<file path="config.mk">
export PLATFORM = sky130hd
export DESIGN_NAME = sort_ctrl_8_flat
export DESIGN_NICKNAME = d
export VERILOG_FILES = /design/src/rtl/sort_ctrl_8_pkg.sv /design/src/rtl/sort_ctrl_8_if.sv /design/src/rtl/sort_ctrl_8_comp_8.sv /design/src/rtl/sort_ctrl_8.sv /design/src/flat_wrapper.sv
export SDC_FILE = /design/constraint.sdc
export NUM_CORES = 1
export LEC_CHECK = 0
export CORE_UTILIZATION = 60
export DETAILED_ROUTE_END_ITERATION = 8
export GPL_ROUTABILITY_DRIVEN = 0
export GPL_TIMING_DRIVEN = 1
export PLACE_DENSITY = 0.75
export SYNTH_ARGS = -nofsm -noshare
export SYNTH_HDL_FRONTEND = slang
export SYNTH_SLANG_ARGS = --single-unit
export TNS_END_PERCENT = 30
</file>
<file path="constraint.sdc">
create_clock -name clk -period 12.7 [get_ports clk]
set_clock_uncertainty 0.15 [all_clocks]
set_input_delay 2.54 -clock clk [delete_from_list [all_inputs] [get_ports clk]]
set_output_delay 2.54 -clock clk [all_outputs]
set_load 0.05 [all_outputs]
</file>
<file path="src/rtl/sort_ctrl_8_pkg.sv">
// sort_pkg: shared types and constants for the sort_ctrl_8 controller.
//   state_t    - controller phases (LOAD, SORT, DRAIN)
//   MAX_DEPTH  - largest burst the index registers must address
//   IDX_W      - width of the cnt / idx / pass / rd registers
//   sat_inc8   - saturating byte increment used by the swap counter
package sort_pkg;

    localparam int MAX_DEPTH = 16;
    localparam int IDX_W     = $clog2(MAX_DEPTH) + 1;

    typedef enum logic [1:0] {
        LOAD  = 2'd0,
        SORT  = 2'd1,
        DRAIN = 2'd2
    } state_t;

    // Increment that sticks at 255 instead of wrapping.
    function automatic logic [7:0] sat_inc8(input logic [7:0] v);
        logic [7:0] r;
        if (v == 8'hFF) begin
            r = v;
        end else begin
            r = v + 8'h01;
        end
        return r;
    endfunction

endpackage

</file>
<file path="src/rtl/sort_ctrl_8_if.sv">
// sort_ctrl_8_if: input stream, output stream and status of the sort controller.
//   in_valid/in_ready/in_data/in_last     - burst input, transfer on valid && ready
//   out_valid/out_ready/out_data/out_last - sorted output, transfer on valid && ready
//   busy  - controller is in SORT or DRAIN
//   swaps - swap count of the most recent burst (saturating)
// Modport master is the producer/consumer side, slave is the controller.
interface sort_ctrl_8_if;

    logic       in_valid;
    logic       in_ready;
    logic [7:0] in_data;
    logic       in_last;
    logic       out_valid;
    logic       out_ready;
    logic [7:0] out_data;
    logic       out_last;
    logic       busy;
    logic [7:0] swaps;

    modport master (
        output in_valid, in_data, in_last, out_ready,
        input  in_ready, out_valid, out_data, out_last, busy, swaps
    );

    modport slave (
        input  in_valid, in_data, in_last, out_ready,
        output in_ready, out_valid, out_data, out_last, busy, swaps
    );

endinterface

</file>
<file path="src/rtl/sort_ctrl_8_comp_8.sv">
// comp_8: the single shared 8-bit unsigned magnitude comparator.
//   p, q - bytes under comparison
//   p0   - 1 when p != q
//   p1   - 0 when p > q, 1 otherwise
module comp_8 (
    input  logic [7:0] p,
    input  logic [7:0] q,
    output logic       p0,
    output logic       p1
);

    assign p0 = (p != q) ? 1'b1 : 1'b0;
    assign p1 = (p > q)  ? 1'b0 : 1'b1;

endmodule

</file>
<file path="src/rtl/sort_ctrl_8.sv">
// sort_ctrl_8: collects a burst of up to DEPTH bytes, bubble-sorts it with one
// comp_8 decision per cycle, then streams the sorted burst out.
//   clk   - rising-edge clock
//   rst_n - asynchronous active-low reset
//   bus   - sort_ctrl_8_if.slave (input stream, output stream, busy, swaps)
// Parameters: DEPTH (2..16) maximum burst, ASCEND 1 = ascending, 0 = descending.
module sort_ctrl_8
    import sort_pkg::*;
#(
    parameter int DEPTH  = 8,
    parameter int ASCEND = 1
) (
    input  logic           clk,
    input  logic           rst_n,
    sort_ctrl_8_if.slave   bus
);

    localparam logic [IDX_W-1:0] DEPTH_M1 = IDX_W'(DEPTH - 1);
    localparam logic             ASC      = (ASCEND != 0) ? 1'b1 : 1'b0;

    state_t           state;
    state_t           state_next;
    logic [7:0]       mem      [DEPTH];
    logic [7:0]       mem_next [DEPTH];
    logic [IDX_W-1:0] cnt;
    logic [IDX_W-1:0] cnt_next;
    logic [IDX_W-1:0] n;
    logic [IDX_W-1:0] n_next;
    logic [IDX_W-1:0] idx;
    logic [IDX_W-1:0] idx_next;
    logic [IDX_W-1:0] pass;
    logic [IDX_W-1:0] pass_next;
    logic [IDX_W-1:0] rd;
    logic [IDX_W-1:0] rd_next;
    logic             pass_swapped;
    logic             pass_swapped_next;
    logic [7:0]       swaps_q;
    logic [7:0]       swaps_next;
    logic             out_valid_q;
    logic             out_valid_next;
    logic [7:0]       out_data_q;
    logic [7:0]       out_data_next;
    logic             out_last_q;
    logic             out_last_next;
    logic             busy_q;

    logic [IDX_W-1:0] idx_p1;
    logic [IDX_W-1:0] n_m1;
    logic [IDX_W-1:0] n_m2;
    logic [IDX_W-1:0] pass_p1;
    logic [7:0]       p_byte;
    logic [7:0]       q_byte;
    logic [7:0]       rd_byte;
    logic             cmp_ne;
    logic             cmp_not_gt;
    logic             swap_now;

    assign idx_p1  = idx + IDX_W'(1);
    assign n_m1    = n - IDX_W'(1);
    assign n_m2    = n - IDX_W'(2);
    assign pass_p1 = pass + IDX_W'(1);

    // Select buf[idx], buf[idx+1] for the comparator and buf[rd] for the drain.
    always_comb begin
        p_byte  = 8'h00;
        q_byte  = 8'h00;
        rd_byte = 8'h00;
        for (int k = 0; k < DEPTH; k++) begin
            if (idx == IDX_W'(k)) begin
                p_byte = mem[k];
            end else begin
                p_byte = p_byte;
            end
            if (idx_p1 == IDX_W'(k)) begin
                q_byte = mem[k];
            end else begin
                q_byte = q_byte;
            end
            if (rd == IDX_W'(k)) begin
                rd_byte = mem[k];
            end else begin
                rd_byte = rd_byte;
            end
        end
    end

    comp_8 u_comp (
        .p  (p_byte),
        .q  (q_byte),
        .p0 (cmp_ne),
        .p1 (cmp_not_gt)
    );

    // Ascending swaps on P>Q; descending swaps on P<Q. Equal pairs never swap.
    assign swap_now = (state == SORT) &&
                      (ASC ? !cmp_not_gt : (cmp_not_gt && cmp_ne));

    // Next-state and next-register decode for all three phases.
    always_comb begin
        state_next        = state;
        cnt_next          = cnt;
        n_next            = n;
        idx_next          = idx;
        pass_next         = pass;
        rd_next           = rd;
        pass_swapped_next = pass_swapped;
        swaps_next        = swaps_q;
        out_valid_next    = out_valid_q;
        out_data_next     = out_data_q;
        out_last_next     = out_last_q;
        for (int k = 0; k < DEPTH; k++) begin
            mem_next[k] = mem[k];
        end

        case (state)
            LOAD: begin
                if (bus.in_valid) begin
                    for (int k = 0; k < DEPTH; k++) begin
                        if (cnt == IDX_W'(k)) begin
                            mem_next[k] = bus.in_data;
                        end else begin
                            mem_next[k] = mem[k];
                        end
                    end
                    cnt_next = cnt + IDX_W'(1);
                    // A full buffer ends the burst even without in_last.
                    if (bus.in_last || (cnt == DEPTH_M1)) begin
                        n_next            = cnt + IDX_W'(1);
                        swaps_next        = 8'h00;
                        idx_next          = '0;
                        pass_next         = '0;
                        pass_swapped_next = 1'b0;
                        if (cnt == '0) begin
                            // One word is trivially sorted; present it directly.
                            state_next     = DRAIN;
                            out_valid_next = 1'b1;
                            out_data_next  = bus.in_data;
                            out_last_next  = 1'b1;
                            rd_next        = IDX_W'(1);
                        end else begin
                            state_next = SORT;
                        end
                    end else begin
                        state_next = LOAD;
                    end
                end else begin
                    cnt_next = cnt;
                end
            end

            SORT: begin
                if (swap_now) begin
                    for (int k = 0; k < DEPTH; k++) begin
                        if (idx == IDX_W'(k)) begin
                            mem_next[k] = q_byte;
                        end else if (idx_p1 == IDX_W'(k)) begin
                            mem_next[k] = p_byte;
                        end else begin
                            mem_next[k] = mem[k];
                        end
                    end
                    pass_swapped_next = 1'b1;
                    swaps_next        = sat_inc8(swaps_q);
                end else begin
                    pass_swapped_next = pass_swapped;
                end

                if (idx == n_m2) begin
                    // A clean pass or n-1 completed passes leaves the buffer sorted.
                    if (!(pass_swapped || swap_now) || (pass_p1 == n_m1)) begin
                        state_next     = DRAIN;
                        out_valid_next = 1'b1;
                        out_data_next  = mem_next[0];
                        out_last_next  = 1'b0;
                        rd_next        = IDX_W'(1);
                    end else begin
                        idx_next          = '0;
                        pass_next         = pass_p1;
                        pass_swapped_next = 1'b0;
                    end
                end else begin
                    idx_next = idx_p1;
                end
            end

            DRAIN: begin
                if (out_valid_q && bus.out_ready) begin
                    if (out_last_q) begin
                        out_valid_next = 1'b0;
                        out_last_next  = 1'b0;
                        state_next     = LOAD;
                        cnt_next       = '0;
                    end else begin
                        out_data_next = rd_byte;
                        out_last_next = (rd == n_m1) ? 1'b1 : 1'b0;
                        rd_next       = rd + IDX_W'(1);
                    end
                end else begin
                    out_valid_next = out_valid_q;
                end
            end

            default: begin
                state_next     = LOAD;
                cnt_next       = '0;
                out_valid_next = 1'b0;
                out_last_next  = 1'b0;
            end
        endcase
    end

    // State, buffer and registered outputs.
    always_ff @(posedge clk or negedge rst_n) begin
        if (!rst_n) begin
            state        <= LOAD;
            cnt          <= '0;
            n            <= '0;
            idx          <= '0;
            pass         <= '0;
            rd           <= '0;
            pass_swapped <= 1'b0;
            swaps_q      <= 8'h00;
            out_valid_q  <= 1'b0;
            out_data_q   <= 8'h00;
            out_last_q   <= 1'b0;
            busy_q       <= 1'b0;
            for (int k = 0; k < DEPTH; k++) begin
                mem[k] <= 8'h00;
            end
        end else begin
            state        <= state_next;
            cnt          <= cnt_next;
            n            <= n_next;
            idx          <= idx_next;
            pass         <= pass_next;
            rd           <= rd_next;
            pass_swapped <= pass_swapped_next;
            swaps_q      <= swaps_next;
            out_valid_q  <= out_valid_next;
            out_data_q   <= out_data_next;
            out_last_q   <= out_last_next;
            busy_q       <= (state_next != LOAD) ? 1'b1 : 1'b0;
            for (int k = 0; k < DEPTH; k++) begin
                mem[k] <= mem_next[k];
            end
        end
    end

    assign bus.in_ready  = (state == LOAD) ? 1'b1 : 1'b0;
    assign bus.out_valid = out_valid_q;
    assign bus.out_data  = out_data_q;
    assign bus.out_last  = out_last_q;
    assign bus.busy      = busy_q;
    assign bus.swaps     = swaps_q;

endmodule

</file>
<file path="src/flat_wrapper.sv">
// flat-port wrapper written by rule: the top's interface ports become plain ports
module sort_ctrl_8_flat import sort_pkg::*;
#(
    parameter int DEPTH  = 8,
    parameter int ASCEND = 1
)
  (clk, rst_n, bus_in_valid, bus_in_data, bus_in_last, bus_out_ready, bus_in_ready, bus_out_valid, bus_out_data, bus_out_last, bus_busy, bus_swaps);
  sort_ctrl_8_if bus_i ();
  input  logic clk;
  input  logic rst_n;
  input wire logic [$bits(bus_i.in_valid)-1:0] bus_in_valid;
  input wire logic [$bits(bus_i.in_data)-1:0] bus_in_data;
  input wire logic [$bits(bus_i.in_last)-1:0] bus_in_last;
  input wire logic [$bits(bus_i.out_ready)-1:0] bus_out_ready;
  output wire logic [$bits(bus_i.in_ready)-1:0] bus_in_ready;
  output wire logic [$bits(bus_i.out_valid)-1:0] bus_out_valid;
  output wire logic [$bits(bus_i.out_data)-1:0] bus_out_data;
  output wire logic [$bits(bus_i.out_last)-1:0] bus_out_last;
  output wire logic [$bits(bus_i.busy)-1:0] bus_busy;
  output wire logic [$bits(bus_i.swaps)-1:0] bus_swaps;
  assign bus_i.in_valid = bus_in_valid;
  assign bus_i.in_data = bus_in_data;
  assign bus_i.in_last = bus_in_last;
  assign bus_i.out_ready = bus_out_ready;
  assign bus_in_ready = bus_i.in_ready;
  assign bus_out_valid = bus_i.out_valid;
  assign bus_out_data = bus_i.out_data;
  assign bus_out_last = bus_i.out_last;
  assign bus_busy = bus_i.busy;
  assign bus_swaps = bus_i.swaps;
  sort_ctrl_8 #(.DEPTH(DEPTH), .ASCEND(ASCEND)) u_core (.clk(clk), .rst_n(rst_n), .bus(bus_i));
endmodule
</file>
==> out/results.tsv <==
stage	metric	value	unit
critical_path	cells along the critical path	nand4bb_1 > or2_2 > a21oi_1 > inv_1 > ha_1 > and4_1 > nand2_1 > o211ai_1 > a22o_1 > a211oi_4 > mux2i_1 > a31oi_1	
grt	largest net degree at the start of global routing	58	
die	initial core utilization	61.4	%
timing	Worst slew margin	17.8	%
power_and_ir_drop	clock power share	42.6	%
worst_hold_path	hold_sp	u_core.bus.out_data[2]	
grt	gr usage total	47.8	%
timing	Post-Route Setup TNS	0	ns
critical_path	critical path required time	12.76	ns
grt	first-pass GRT wire length	58600	µm
routing	Routed Antenna Nets	0	
cells_and_area	Ant. Diodes	0	
cells_and_area	final non-filler cell total	1405	
die	Die ar.	16800	µm²
synthesis	syn nets	1251	
worst_hold_path	WHS Path Cells	2	
power_and_ir_drop	combinational share of power	5.6	%
synthesis	EDFF count, synth	0	
critical_path	CP delay by family, top	simple AND/OR/NAND/NOR gates	
routing	first-pass detailed-route iteration total	9	
status	status	finished, violations left	
cts	CTS max path bufs	2	
cts	CTS Sinks	111	
synthesis	Main synth FF type	dfrtp_1	
synthesis	Yosys top cell by area	dfrtp_1	
die	Core ar.	15900	µm²
worst_hold_path	Worst Hold Class	flop to flop	
power_and_ir_drop	P_leak	4.00	nW
cts	number of H-tree levels	3	
synthesis	Post-Syn Area per Cell	8.07	µm²
cells_and_area	fraction of layout cells with a size suffix above 1	8.75	%
critical_path	reg2reg end	u_core.mem[5]	
status	violated checks	design-rule violations	
critical_path	slowest CP cell	dfrtp_1	
timing	Max Clock Freq	0.164	GHz
placed_design	Placed Cells	1390	
placed_design	post-DP HPWL	26600	µm
run	Max-cap violations	0	
placed_design	input/output buffers	32	
timing	RSZ-0062 raised after global routing	false	
grt	vias in the first global route	9620	
cts	CTS buffer count	9	
cts	worst skew pair latency	0.38	ns
routing	DRT iter0 DRCs	2031	
synthesis	Seq cells post-synth	111	
die	Ports	33	
timing	Final period util	48.1	%
critical_path	Crit path arrival time	6.17	ns
cts	post-CTS setup buffer count	0	
grt	initial antenna violation count	0	
timing	final setup violation count	0	
timing	count of final hold-check violations	0	
cts	CTS Root Cell	clkbuf_16	
critical_path	CP Class	flop to flop	
cts	cts hold-fix bufs	0	
routing	vias per std cell	7.62	
critical_path	Critical Path Fanout Max	29	
cts	CTS tree	built	
synthesis	Synth Instances	1208	
cts	clock slew at reported path FFs	0.08	ns
routing	Avg WL per Cell	27.9	µm
die	die height	129	µm
cells_and_area	fin nets	1228	
timing	Tmin final	6.11	ns
routing	drt total wl	39200	µm
routing	vias	10700	
synthesis	share of the synthesized area in the top cell type	28.5	%
cts	post-CTS resize count	0	
power_and_ir_drop	Pwr per Cell Area	66.9	nW/µm²
critical_path	Setup crit start kind	flop	
routing	DRC viols	18	
die	Chip Width	129	µm
cells_and_area	commonest non-fill, non-tap cells in the layout	128 x nand2_1, 111 x dfrtp_1, 106 x a21oi_1	
synthesis	post-synthesis sequential area ratio	28.5	%
power_and_ir_drop	Switch Pwr	0.000179	W
critical_path	Reg2Reg Setup Slack	6.59	ns
timing	Slew Limit Fails	0	
critical_path	Crit. End Element	flop	
synthesis	Yosys cell types	110	
synthesis	synthesized cell area	9750	µm²
power_and_ir_drop	VDD IR max	0.0768	mV
synthesis	YS warnings	0	
timing	slew of the pin with the lowest slew margin	1.23	ns
die	row count	46	
critical_path	R2R cell count	12	
grt	Overflow after GRT	0	
synthesis	Post-synth ARST share	100	%
power_and_ir_drop	Flop pwr share	51.8	%
worst_hold_path	Worst Hold Path EP	u_core.bus.out_data[2]	
power_and_ir_drop	switching share of power	25.9	%
critical_path	reg-to-reg startpoint	u_core.idx[2]	
synthesis	synth top area cells	dfrtp_1 29%, a21oi_1 5.4%, nand2_1 4.9%	
power_and_ir_drop	Pint	0.000514	W
cells_and_area	Layout area overhead	6.30	%
critical_path	Buffers & Inverters on Critical Path	1	
cells_and_area	commonest non-fill, non-tap cell in the layout	nand2_1	
critical_path	max incr delay on CP	1.10	ns
==> per-stage QoR <==
| step | power, W | worst slack (ns) | utilization (%) | hold slack (ns) | area [µm²] |
|---|---|---|---|---|---|
| final | 0.000693 | 6.59 | 65.2 | 0.339 | 10400 |
| after global routing | 0.000708 | 6.49 | 65.2 | 0.383 | 10400 |
| after CTS | 0.000689 | 6.99 | 65.2 | 0.340 | 10400 |
| after detailed placement | 0.000404 | 7.00 | 63.4 | 0.321 | 10100 |
| after global placement | 0.000404 | 7.25 | 63.4 | 0.321 | 10100 |
| after floorplan | 0.000383 | 8.43 | - | 0.342 | 9750 |
==> worst max path at each step <==
stage                             start        endpoint  slack, ns  depth (start not counted)
after global routing      u_core.idx[2]   u_core.mem[5]       6.49                         12
after floorplan           u_core.idx[0]  u_core.mem[39]       8.43                         19
after CTS                 u_core.idx[0]   u_core.mem[5]       6.99                         16
after global placement    u_core.idx[2]   u_core.mem[5]       7.25                         12
final                     u_core.idx[2]   u_core.mem[5]       6.59                         12
after detailed placement  u_core.idx[2]   u_core.mem[5]       7.00                         12
==> tightest hold or removal path, stage by stage, from the launching register on <==
cell and delay, ns:
dfrtp_1 0.34, nand2_1 0.05, o31ai_1 0.06
==> state kept, by name, indices dropped and copies added (netlist names) <==
name	count
u_core.bus.busy	1
u_core.bus.out_data	8
u_core.bus.out_last	1
u_core.bus.out_valid	1
u_core.bus.swaps	8
u_core.cnt	5
u_core.idx	5
u_core.mem	64
u_core.n	5
u_core.pass	5
u_core.pass_swapped	1
u_core.rd	5
u_core.state	2
==> metal layers <==
layer / routed length (µm) / GRT usage (%) / up-vias
met3: 6340 / 20.1 / 273
met4: 2990 / 27.3 / 0
met1: 14300 / 61.9 / 4928
met2: 15600 / 66.5 / 955
met5: 0 / 0 / -
li1: - / - / 4546
==> Yosys cell counts, types with 14 or more instances <==
library cell  instances
a211oi_1             16
a21o_1               14
a21oi_1             106
a221oi_1             14
a31oi_1              54
buf_2                39
clkbuf_1             30
dfrtp_1             111
ha_1                 30
inv_1                42
mux2i_1              15
nand2_1             128
nand3_1              38
nor2_1               95
nor3_1               26
o211ai_1             20
o21ai_0              91
o31ai_1              15
xnor2_1              16
==> final cells by class <==
class / count / area [µm²]
well taps: 216 / 270
flip-flops and latches: 111 / 2780
inverters: 44 / 165
multi-input cells: 967 / 6380
repair buffers: 52 / 468
clock inverters: 4 / 42.5
clock buffers: 11 / 253
fillers: 1449 / 5530
==> power by group through the flow <==
stage / clock network, W / registers [W] / logic (W)
2_1_floorplan: 0 / 0.000369 / 0.0000147
3_3_place_gp: 0 / 0.000366 / 0.0000379
3_5_place_dp: 0 / 0.000366 / 0.0000382
4_1_cts: 0.000292 / 0.000359 / 0.0000384
5_1_grt: 0.000307 / 0.000359 / 0.0000417
6_report: 0.000295 / 0.000359 / 0.0000385
==> logic make-up (layout without fill, tap and decap cells) <==
kind of cell | after synthesis | count (layout) | share of synthesized area, %
flops | 111 | 111 | 28.5
xor+xnor | 28 | 28 | 2.52
compound gates | 485 | 485 | 35.0
buf+inv | 130 | 111 | 6.24
simple gates | 407 | 407 | 22.1
mux | 17 | 17 | 1.77
fa+ha+maj | 30 | 30 | 3.85
No activity file was read; power rests on OpenSTA's default activity.
